`src/rtl/screen_coord_gen.sv`:
```
// ---------------------------------------------------------------------------
// screen_coord_gen
//
// Attaches screen coordinates to a camera pixel stream. The block waits for
// a clean frame boundary (frame_valid low, then high), counts accepted pixels
// along each line and lines within the frame, and emits each in-range pixel
// one cycle later together with its (screen_x, screen_y). Pixels outside the
// SCREEN_WIDTH x SCREEN_HEIGHT window are dropped; the counters saturate at
// the window edge instead of wrapping.
//
// Ports
//   clock            rising-edge clock
//   reset            asynchronous, active-low reset
//   frame_valid      camera frame-active level
//   line_valid       camera line-active level
//   pixel_valid      pixel_in carries a pixel this cycle
//   pixel_in         camera pixel data
//   screen_x         column of pixel_out (holds when no strobe)
//   screen_y         row of pixel_out (holds when no strobe)
//   pixel_out        registered pixel (holds when no strobe)
//   pixel_out_valid  one-cycle strobe, pixel_out/screen_x/screen_y valid
//   frame_start      one-cycle pulse with the pixel emitted at (0,0)
//   line_end         one-cycle pulse the cycle after a line closes
//   coord_err        sticky geometry error (only with SCREEN_COORD_ERR_EN)
//
// Build options
//   SCREEN_COORD_ERR_EN  when defined, adds the coord_err output, which sets
//                        on a dropped pixel or on a line that ends short of
//                        SCREEN_WIDTH inside the window, and clears on reset.
//   SCREEN_X_BITWIDTH, SCREEN_Y_BITWIDTH, CAMERA_PIXEL_BITWIDTH come from the
//   network parameter header; the defaults below are used when that header
//   has not been seen. Each port is the macro value plus one bits wide.
// ---------------------------------------------------------------------------

`ifndef SCREEN_X_BITWIDTH
`define SCREEN_X_BITWIDTH 9
`endif
`ifndef SCREEN_Y_BITWIDTH
`define SCREEN_Y_BITWIDTH 8
`endif
`ifndef CAMERA_PIXEL_BITWIDTH
`define CAMERA_PIXEL_BITWIDTH 7
`endif

// state      | meaning
// -----------+-------------------------------------------------------------
// SYNC       | after reset; waiting for frame_valid low so that a frame
//            | already in progress is never picked up half-way
// WAIT_FRAME | between frames; frame_valid high starts a new frame at (0,0)
// LINE_GAP   | inside a frame, between lines; first accepted pixel opens a line
// IN_LINE    | inside a line; line_valid low closes it and advances the row

module screen_coord_gen #(
    parameter int SCREEN_WIDTH  = 640,
    parameter int SCREEN_HEIGHT = 480
) (
    input  logic                              clock,
    input  logic                              reset,
    input  logic                              frame_valid,
    input  logic                              line_valid,
    input  logic                              pixel_valid,
    input  logic [`CAMERA_PIXEL_BITWIDTH:0]   pixel_in,
    output logic [`SCREEN_X_BITWIDTH:0]       screen_x,
    output logic [`SCREEN_Y_BITWIDTH:0]       screen_y,
    output logic [`CAMERA_PIXEL_BITWIDTH:0]   pixel_out,
    output logic                              pixel_out_valid,
    output logic                              frame_start,
`ifdef SCREEN_COORD_ERR_EN
    output logic                              line_end,
    output logic                              coord_err
`else
    output logic                              line_end
`endif
);

    localparam int XW = `SCREEN_X_BITWIDTH + 1;
    localparam int YW = `SCREEN_Y_BITWIDTH + 1;

    localparam logic [XW-1:0] X_LIM = XW'(SCREEN_WIDTH);
    localparam logic [YW-1:0] Y_LIM = YW'(SCREEN_HEIGHT);

    localparam logic [1:0] ST_SYNC       = 2'd0;
    localparam logic [1:0] ST_WAIT_FRAME = 2'd1;
    localparam logic [1:0] ST_LINE_GAP   = 2'd2;
    localparam logic [1:0] ST_IN_LINE    = 2'd3;

    logic [1:0]    state;
    logic [1:0]    state_nxt;
    logic [XW-1:0] x_cnt;
    logic [XW-1:0] x_nxt;
    logic [YW-1:0] y_cnt;
    logic [YW-1:0] y_nxt;

    logic x_in_win;
    logic y_in_win;
    logic emit;
    logic drop;
    logic line_close;

    assign x_in_win = (x_cnt < X_LIM);
    assign y_in_win = (y_cnt < Y_LIM);

    always_comb begin
        state_nxt  = state;
        x_nxt      = x_cnt;
        y_nxt      = y_cnt;
        emit       = 1'b0;
        drop       = 1'b0;
        line_close = 1'b0;

        case (state)
            ST_SYNC: begin
                if (!frame_valid) begin
                    state_nxt = ST_WAIT_FRAME;
                end
            end

            ST_WAIT_FRAME: begin
                if (frame_valid) begin
                    state_nxt = ST_LINE_GAP;
                    x_nxt     = '0;
                    y_nxt     = '0;
                end
            end

            ST_LINE_GAP, ST_IN_LINE: begin
                // A line that closes in the same cycle as the frame still
                // reports line_end, so line_close is decoded independently
                // of frame_valid.
                line_close = (state == ST_IN_LINE) && !line_valid;

                if (!frame_valid) begin
                    state_nxt = ST_WAIT_FRAME;
                    x_nxt     = '0;
                    y_nxt     = '0;
                end else if (line_close) begin
                    state_nxt = ST_LINE_GAP;
                    x_nxt     = '0;
                    if (y_in_win) begin
                        y_nxt = y_cnt + YW'(1);
                    end
                end else if (line_valid && pixel_valid) begin
                    state_nxt = ST_IN_LINE;
                    if (x_in_win && y_in_win) begin
                        emit  = 1'b1;
                        // x < X_LIM here, so the increment stops at X_LIM.
                        x_nxt = x_cnt + XW'(1);
                    end else begin
                        drop  = 1'b1;
                    end
                end
            end

            default: begin
                state_nxt = ST_SYNC;
            end
        endcase
    end

    always_ff @(posedge clock or negedge reset) begin
        if (!reset) begin
            state <= ST_SYNC;
            x_cnt <= '0;
            y_cnt <= '0;
        end else begin
            state <= state_nxt;
            x_cnt <= x_nxt;
            y_cnt <= y_nxt;
        end
    end

    always_ff @(posedge clock or negedge reset) begin
        if (!reset) begin
            screen_x        <= '0;
            screen_y        <= '0;
            pixel_out       <= '0;
            pixel_out_valid <= 1'b0;
            frame_start     <= 1'b0;
            line_end        <= 1'b0;
        end else begin
            pixel_out_valid <= emit;
            frame_start     <= emit && (x_cnt == '0) && (y_cnt == '0);
            line_end        <= line_close;
            if (emit) begin
                screen_x  <= x_cnt;
                screen_y  <= y_cnt;
                pixel_out <= pixel_in;
            end
        end
    end

`ifdef SCREEN_COORD_ERR_EN
    logic short_line;

    // A line closing inside the window before reaching the right edge.
    assign short_line = line_close && x_in_win && y_in_win;

    always_ff @(posedge clock or negedge reset) begin
        if (!reset) begin
            coord_err <= 1'b0;
        end else if (drop || short_line) begin
            coord_err <= 1'b1;
        end
    end
`endif

endmodule

```
`config.mk`:
```
export PLATFORM = sky130hd
export DESIGN_NAME = screen_coord_gen
export DESIGN_NICKNAME = d
export VERILOG_FILES = /design/src/rtl/screen_coord_gen.sv
export SDC_FILE = /design/constraint.sdc
export NUM_CORES = 1
export LEC_CHECK = 0
export CORE_UTILIZATION = 40
export CTS_BUF_LIST = sky130_fd_sc_hd__clkbuf_16
export CTS_CLUSTER_DIAMETER = 80
export DETAILED_ROUTE_END_ITERATION = 6
export GPL_ROUTABILITY_DRIVEN = 0
export HOLD_SLACK_MARGIN = 0.12
export PLACE_DENSITY_LB_ADDON = 0.3
export SLEW_MARGIN = 20
export SYNTH_ARGS = -nofsm -noshare
export SYNTH_HDL_FRONTEND = slang
export SYNTH_SLANG_ARGS = --single-unit
```
`constraint.sdc`:
```
create_clock -name clock -period 3.4 [get_ports clock]
set_clock_uncertainty 0.2 [all_clocks]
set_input_delay 0.85 -clock clock [delete_from_list [all_inputs] [get_ports clock]]
set_output_delay 0.85 -clock clock [all_outputs]
set_load 0.005 [all_outputs]
```
==> results by group, run 1 <==
Timing
  • Period minus WS final: 2.61 ns
  • Max frequency: 383 MHz
  • Hold Fails Final Rpt: 0
  • Final period util: 0.767
  • RSZ-0062 raised after global routing: no
  • Worst slew margin: 0.730
  • Worst slew pin tran: 0.401 ns
  • Hold slack: 0.306 ns
  • Final setup fails: 0
  • Final Max Tran Viols: 0
  • Setup TNS: 0 ns

Yosys
  • Yosys reg bits: 51
  • Mapped Nets: 221
  • Post-synth cell types: 39
  • Ys flop type: dfrtp_1
  • Mapped Cells: 204
  • Syn. warnings: 0
  • Async set or reset register ratio after synthesis: 1.00
  • Synth Area per Inst: 12.0 µm²
  • Post-synthesis sequential area ratio: 0.523
  • Post-Syn Area: 2440 µm²
  • EDFF count, synth: 0

Setup path
  • Crit path launch: frame_valid
  • Reg2reg path depth: 5
  • Worst-path maximum fanout: 10
  • Worst EP arrival: 2.58 ns
  • Crit end category: register
  • CP Data Required Time: 3.37 ns
  • Critical path class: in2reg
  • Worst r2r src: y_cnt[6]$_DFFE_PN0P_
  • Setup crit start kind: primary input
  • Reg2reg end: pixel_out[5]$_DFFE_PN0P_
  • Reg2reg setup slack: 1.27 ns

Pwr
  • Peak VDD IR: 0.337 mV
  • Total chip power: 1.41 mW
  • PwrDens: 451 nW/µm²
  • Leakage Power: 1.41 nW

CTS
  • Clock insertion delay at the later pin of the skew report: 0.29 ns
  • Cts repair resizes: 0
  • Root Buffer: clkbuf_16
  • CTS Buf Count: 5
  • Hold-fix buffers at CTS: 0
  • CTS tree: done
  • CTS Sinks: 51
  • Bufs on Longest Clock Path: 2
  • Clock Pin Slew Worst Setup and Hold Paths: 0.06 ns
  • Post-CTS setup buffer count: 0
  • H-tree Lvls: 2

Detailed routing
  • DRC Markers: 0
  • DRT Pass-1 Iters: 4
  • Vias after detailed routing: 1753
  • Via-per-instance ratio: 5.34
  • DRT antenna net count: 0
  • Final wirelength: 4.78 mm
  • Iteration-0 DRC Markers: 74
  • WL/cell: 14.6 µm

Floorplan
  • Overall die width: 80.1 µm
  • Die area: 6410 µm²
  • Io pins: 43
  • Core Region: 5890 µm²
  • Initial Utilization: 0.414
  • Row count: 28
  • Die H: 80.1 µm

Global route
  • GRT Resource Usage Total: 0.169
  • Vias in the first global route: 1708
  • First-pass GRT wire length: 8.25 mm
  • Initial antenna violation count: 0
  • GRT overflow: 0
  • Largest net degree at the start of global routing: 30

Run
  • Max Cap Viol: 0

Place
  • Port Buffers: 42
  • Placed Area: 2950 µm²
  • Post-DP HPWL: 3.38 mm
  • Inst Count DP: 320

Min path
  • Hold depth: 1
  • Hold wc startpoint: screen_x[3]$_DFFE_PN0P_
  • Hold EP: screen_x[3]$_DFFE_PN0P_
  • Worst Hold Class: reg2reg

Cells and area
  • Ant diodes: 0
  • Fillers: 519
  • P&R area growth vs syn: 27.9%
  • # nets final: 269
  • Non-filler cells in the finished layout: 328
  • Design Area, Final: 3120 µm²
  • Share of cells above drive strength 1: 0.190

Outcome
  • Status: completed
==> synth_stat cells, types with 2 or more instances <==
cell      number  area (µm²)
a21oi_1        3        15.0
and3_1         5        31.3
nor4_1         7        43.8
nand4_1        3        18.8
a21boi_0       2        15.0
o21ai_0        7        35.0
nand2b_1       7        43.8
a311oi_1       2        17.5
dfrtp_1       51        1280
nand3_1        7        35.0
ha_1           4        50.1
nand2_1       14        52.6
mux2_2         9         101
o21a_1         3        22.5
nor3_1         3        15.0
mux2_4        18         270
nor2_1         5        18.8
buf_2          7        35.0
or3_1          2        12.5
inv_1          6        22.5
mux2i_1        6        60.1
o31ai_1        8        60.1
a22o_1         2        17.5
or4_1          7        52.6
buf_6          2        22.5
==> cell families (layout without fill, tap and decap cells) <==
logic type,after synthesis,count (layout),synth area share
buffers and inverters,17,66,0.0359
multiplexers,33,33,0.177
AND/OR/NAND/NOR,68,68,0.157
flip-flops,51,51,0.523
AO/OA/AOI/OAI,31,31,0.0862
adder cells (fa/ha/maj),4,4,0.0205
==> worst max-delay path, stage by stage <==
cell             delay [ns]
clkdlybuf4s50_1        0.49
nand2_2                0.12
or3_1                  0.52
inv_2                  0.24
mux2_2                 0.36
==> stage by stage <==
step            util  setup WS (ns)
2_1_floorplan      -           1.02
3_3_place_gp   0.502          0.537
3_5_place_dp   0.502          0.490
4_1_cts        0.530          0.795
5_1_grt        0.530          0.713
6_report       0.530          0.791
==> power breakdown <==
| group | switching, mW | leakage (nW) | internal [mW] |
|---|---|---|---|
| Sequential | 0.0240 | 0.691 | 0.643 |
| Clock | 0.214 | 0.0812 | 0.343 |
| Combinational | 0.0704 | 0.639 | 0.110 |
==> placed cells by master, fill, tap and decap left out, types with 2 or more instances in the layout <==
master            n
nand2_1          14
o21a_1            3
a22o_1            2
mux2_4           18
o31ai_1           8
ha_1              4
nand3_1           7
and3_1            5
mux2i_1           6
mux2_2            9
or4_1             7
clkdlybuf4s50_1  41
nor2_1            5
or3_1             2
nor4_1            7
a21boi_0          2
a21oi_1           3
o21ai_0           7
clkbuf_16         5
inv_1             6
nand2b_1          7
nor3_1            3
a311oi_1          2
nand4_1           3
buf_4             9
dfrtp_1          51
==> worst max path at each step <==
stage | slack [ns] | end
final | 0.79 | pixel_out[5]$_DFFE_PN0P_
after global routing | 0.71 | pixel_out[5]$_DFFE_PN0P_
after CTS | 0.79 | pixel_out[5]$_DFFE_PN0P_
after detailed placement | 0.49 | pixel_out[5]$_DFFE_PN0P_
after global placement | 0.54 | pixel_out[0]$_DFFE_PN0P_
after floorplan | 1.02 | pixel_out[0]$_DFFE_PN0P_
==> routing by layer <==
metal	track usage	wire (µm)	part of all wire
met2	0.266	2310	0.48
met3	0.0409	182	0.038
met4	0.0589	61	0.013
met1	0.228	2230	0.47
met5	0	0	0
==> area by class of cell <==
class / count / area, µm² / share of cell area
clock inverters: 3 / 38.8 / 0.0124
multi-input cells: 136 / 1070 / 0.345
inverters: 7 / 26.3 / 0.00843
well taps: 75 / 93.8 / 0.0301
clock buffers: 5 / 125 / 0.0401
flip-flops and latches: 51 / 1280 / 0.409
repair buffers: 51 / 483 / 0.155
==> flip-flops by register name (all words and copies together) (netlist names) <==
| name | cells |
|---|---|
| pixel_out_valid | 1 |
| line_end | 1 |
| state | 2 |
| frame_start | 1 |
| x_cnt | 10 |
| y_cnt | 9 |
| screen_y | 9 |
| screen_x | 10 |
| pixel_out | 8 |
(Power assumes the default switching activity.)
==> inputs of run 2 (changes only) <==
==> constraint.sdc (replaced) <==
create_clock -name clock -period 2.45 [get_ports clock]
set_clock_uncertainty 0.2 [all_clocks]
set_input_delay 0.6125 -clock clock [delete_from_list [all_inputs] [get_ports clock]]
set_output_delay 0.6125 -clock clock [all_outputs]
set_load 0.005 [all_outputs]
==> run 2 against run 1 <==
  * Non-clock buffer count increased by 12
  * Power rose by 41%
  * Die area stayed put
==> results by group, run 2 (synthesized netlist as in run 1, its figures left out) <==
Setup path
  • WP buf/inv: 3 (+1)
  • CP max stage delay: 0.47 ns (-0.05 ns)
  • Worst-path cell chain: clkdlybuf4s50_1 -> buf_4 -> nor2b_1 -> a311oi_1 -> buf_4 -> or4_1 -> a21boi_0
  • Worst-path maximum fanout: 9 (-1)
  • Most frequent CP cell: buf_4
  • CP delay by family, top: buffers and inverters
  • CP Data Required Time: 2.45 ns (-0.92 ns)
  • Crit end category: register
  • Slowest library cell on the worst path: clkdlybuf4s50_1
  • Worst EP arrival: 2.30 ns (-0.28 ns)
  • Critical path class: in2reg
  • Setup crit start kind: primary input

CTS
  • CTS Buf Count: 5 (unchanged)
  • H-tree Lvls: 2 (unchanged)
  • Cts repair resizes: 0 (unchanged)
  • Clock insertion delay at the later pin of the skew report: 0.29 ns (about the same)
  • CTS tree: done
  • CTS Sinks: 51 (unchanged)
  • Root Buffer: clkbuf_16
  • Clock Pin Slew Worst Setup and Hold Paths: 0.06 ns (about the same)
  • Bufs on Longest Clock Path: 2 (unchanged)

Global route
  • GRT Resource Usage Total: 0.175 (+0.00554)
  • GRT overflow: 0 (unchanged)
  • Largest net degree at the start of global routing: 23 (-23%)
  • Initial antenna violation count: 0 (unchanged)
  • First-pass GRT wire length: 8.42 mm (+2.0%)
  • Vias in the first global route: 1776 (+4.0%)

Timing
  • Worst slew margin: 0.683 (-0.0464)
  • Final period util: 0.940
  • Final Max Tran Viols: 0 (unchanged)
  • Final setup fails: 0 (unchanged)
  • Period minus WS final: 2.30 ns
  • RSZ-0062 raised after global routing: no
  • Hold Fails Final Rpt: 0 (unchanged)
  • Worst slew pin tran: 0.475 ns (+0.0738 ns)
  • Hold slack: 0.308 ns (+0.00135 ns)
  • Final worst slack: 0.146 ns (-0.645 ns)
  • Max frequency: 434 MHz

Cells and area
  • P&R area growth vs syn: 31.8%
  • Ant diodes: 0 (unchanged)
  • Share of cells above drive strength 1: 0.223 (+0.0329)
  • Non-filler cells in the finished layout: 340 (+3.7%)
  • Commonest non-fill, non-tap cell in the layout: dfrtp_1
  • Top Registers: screen_x x10, x_cnt x10
  • # nets final: 281 (+4.5%)
  • Most frequent cells in the layout: dfrtp_1 (51), clkdlybuf4s50_1 (41), buf_4 (20), mux2_4 (18), nand2_1 (14)

Min path
  • Worst Hold Class: reg2reg

Detailed routing
  • DRT antenna net count: 0 (unchanged)
  • Vias after detailed routing: 1807 (+3.1%)
  • DRT Pass-1 Iters: 5 (+1)
  • Iteration-0 DRC Markers: 80 (+8.1%)
  • WL/cell: 14.7 µm (+1.0%)
  • Via-per-instance ratio: 5.31 (-0.56%)
  • Final wirelength: 5.00 mm (+4.7%)
  • DRC Markers: 0 (unchanged)

Pwr
  • Peak VDD IR: 0.381 mV (+13%)
  • Clock share of power: 0.398 (about the same)
  • PwrDens: 616 nW/µm² (+37%)
  • Comb pwr share: 0.135 (+0.006)
  • Register share of total power: 0.467 (-0.007)
  • Sw frac: 0.223 (+0.00285)
  • Internal: 1.54 mW (+40%)
  • Psw: 0.441 mW (+43%)
  • Leakage Power: 1.47 nW (+4.2%)

Place
  • Post-DP HPWL: 3.55 mm (+4.9%)
  • Placement Setup Slack: -0.136 ns (-0.626 ns)
  • Inst Count DP: 331 (+3.4%)
  • Port Buffers: 42 (unchanged)

Run
  • Max Cap Viol: 0 (unchanged)

Floorplan
  • Io pins: 43 (unchanged)
  • Initial Utilization: 0.414 (unchanged)
  • Overall die width: 80.1 µm (unchanged)
  • Die area: 6410 µm² (unchanged)
  • Die H: 80.1 µm (unchanged)
  • Row count: 28 (unchanged)
  • Core Region: 5890 µm² (unchanged)

Outcome
  • Status: completed
==> run 2: changes by cell type in the layout (fill, tap and decap cells not counted), sizes merged <==
cell / previous run / this run
clkinv: 2 / 1
inv: 7 / 8
dlygate4sd3: 0 / 1
buf: 10 / 21
==> run 2: path summary, 6_finish.rpt <==
path,startpoint,endpoint,slack (ns),cells after the start
worst max register to register,x_cnt[7]$_DFFE_PN0P_,pixel_out[4]$_DFFE_PN0P_,0.42,5
min in group asynchronous,reset,y_cnt[0]$_DFFE_PN0P_,0.61,2
worst max-delay path,frame_valid,x_cnt[8]$_DFFE_PN0P_,0.15,7
worst min register to register,pixel_out[1]$_DFFE_PN0P_,pixel_out[1]$_DFFE_PN0P_,0.31,1
max in group asynchronous,reset,x_cnt[8]$_DFFE_PN0P_,0.84,3
worst min-delay path,pixel_out[1]$_DFFE_PN0P_,pixel_out[1]$_DFFE_PN0P_,0.31,1
==> run 2: cell type report <==
cell class,instances,area [µm²]
fillers,522,2670
flip-flops and latches,51,1280
multi-input cells,136,1070
repair buffers,63,576
clock buffers,5,125
well taps,75,93.8
clock inverters,3,42.5
inverters,7,26.3
==> run 2: metal layers <==
layer | up-vias | track usage | wire (µm)
li1 | 865 | - | -
met1 | 899 | 0.230 | 2300
met2 | 38 | 0.286 | 2490
met3 | 5 | 0.0364 | 171
met4 | 0 | 0.0571 | 50
met5 | - | 0 | 0
==> run 2: timing repair <==
item                      in CTS  in global routing
setup buffers                  0                  0
hold buffers                   1                  0
hold endpoints to repair      20                  0
==> run 2: power by group through the flow <==
stage / logic [mW] / clock network, mW / registers [mW]
floorplan: 0.108 / 0 / 0.939
global placement: 0.265 / 0 / 0.940
detailed placement: 0.270 / 0 / 0.942
CTS: 0.272 / 0.815 / 0.925
global route: 0.294 / 0.843 / 0.932
finish: 0.268 / 0.787 / 0.925
==> run 2: worst reg2reg max path: cells and delay by family, from the launching register on <==
| kind | cells | cell delay [ns] |
|---|---|---|
| flops | 1 | 0.44 |
| compound gates | 1 | 0.20 |
| simple gates | 2 | 0.49 |
| mux | 1 | 0.37 |
| buf+inv | 1 | 0.21 |
==> run 2: metrics by stage <==
stage          cell area [µm²]   util  power, mW  setup TNS [ns]
6_report                  3210  0.546       1.98               0
3_5_place_dp              3040  0.516       1.21           -3.66
3_3_place_gp              3040  0.516       1.21           -3.23
4_1_cts                   3210  0.546       2.01               0
5_1_grt                   3210  0.546       2.07               0
2_1_floorplan             2440      -       1.05               0
==> inputs of run 3 (changes only) <==
--- a/config.mk
+++ b/config.mk
@@ -5,6 +5,7 @@
 export SDC_FILE = /design/constraint.sdc
 export NUM_CORES = 1
 export LEC_CHECK = 0
+export CAP_MARGIN = 20
 export CORE_UTILIZATION = 40
 export CTS_BUF_LIST = sky130_fd_sc_hd__clkbuf_16
 export CTS_CLUSTER_DIAMETER = 80
@@ -12,7 +13,7 @@
 export GPL_ROUTABILITY_DRIVEN = 0
 export HOLD_SLACK_MARGIN = 0.12
 export PLACE_DENSITY_LB_ADDON = 0.3
-export SLEW_MARGIN = 20
+export SLEW_MARGIN = 15
 export SYNTH_ARGS = -nofsm -noshare
 export SYNTH_HDL_FRONTEND = slang
 export SYNTH_SLANG_ARGS = --single-unit
==> results of run 3 <==
No change in the layout: final DEF, timing and power equal those of run 2.
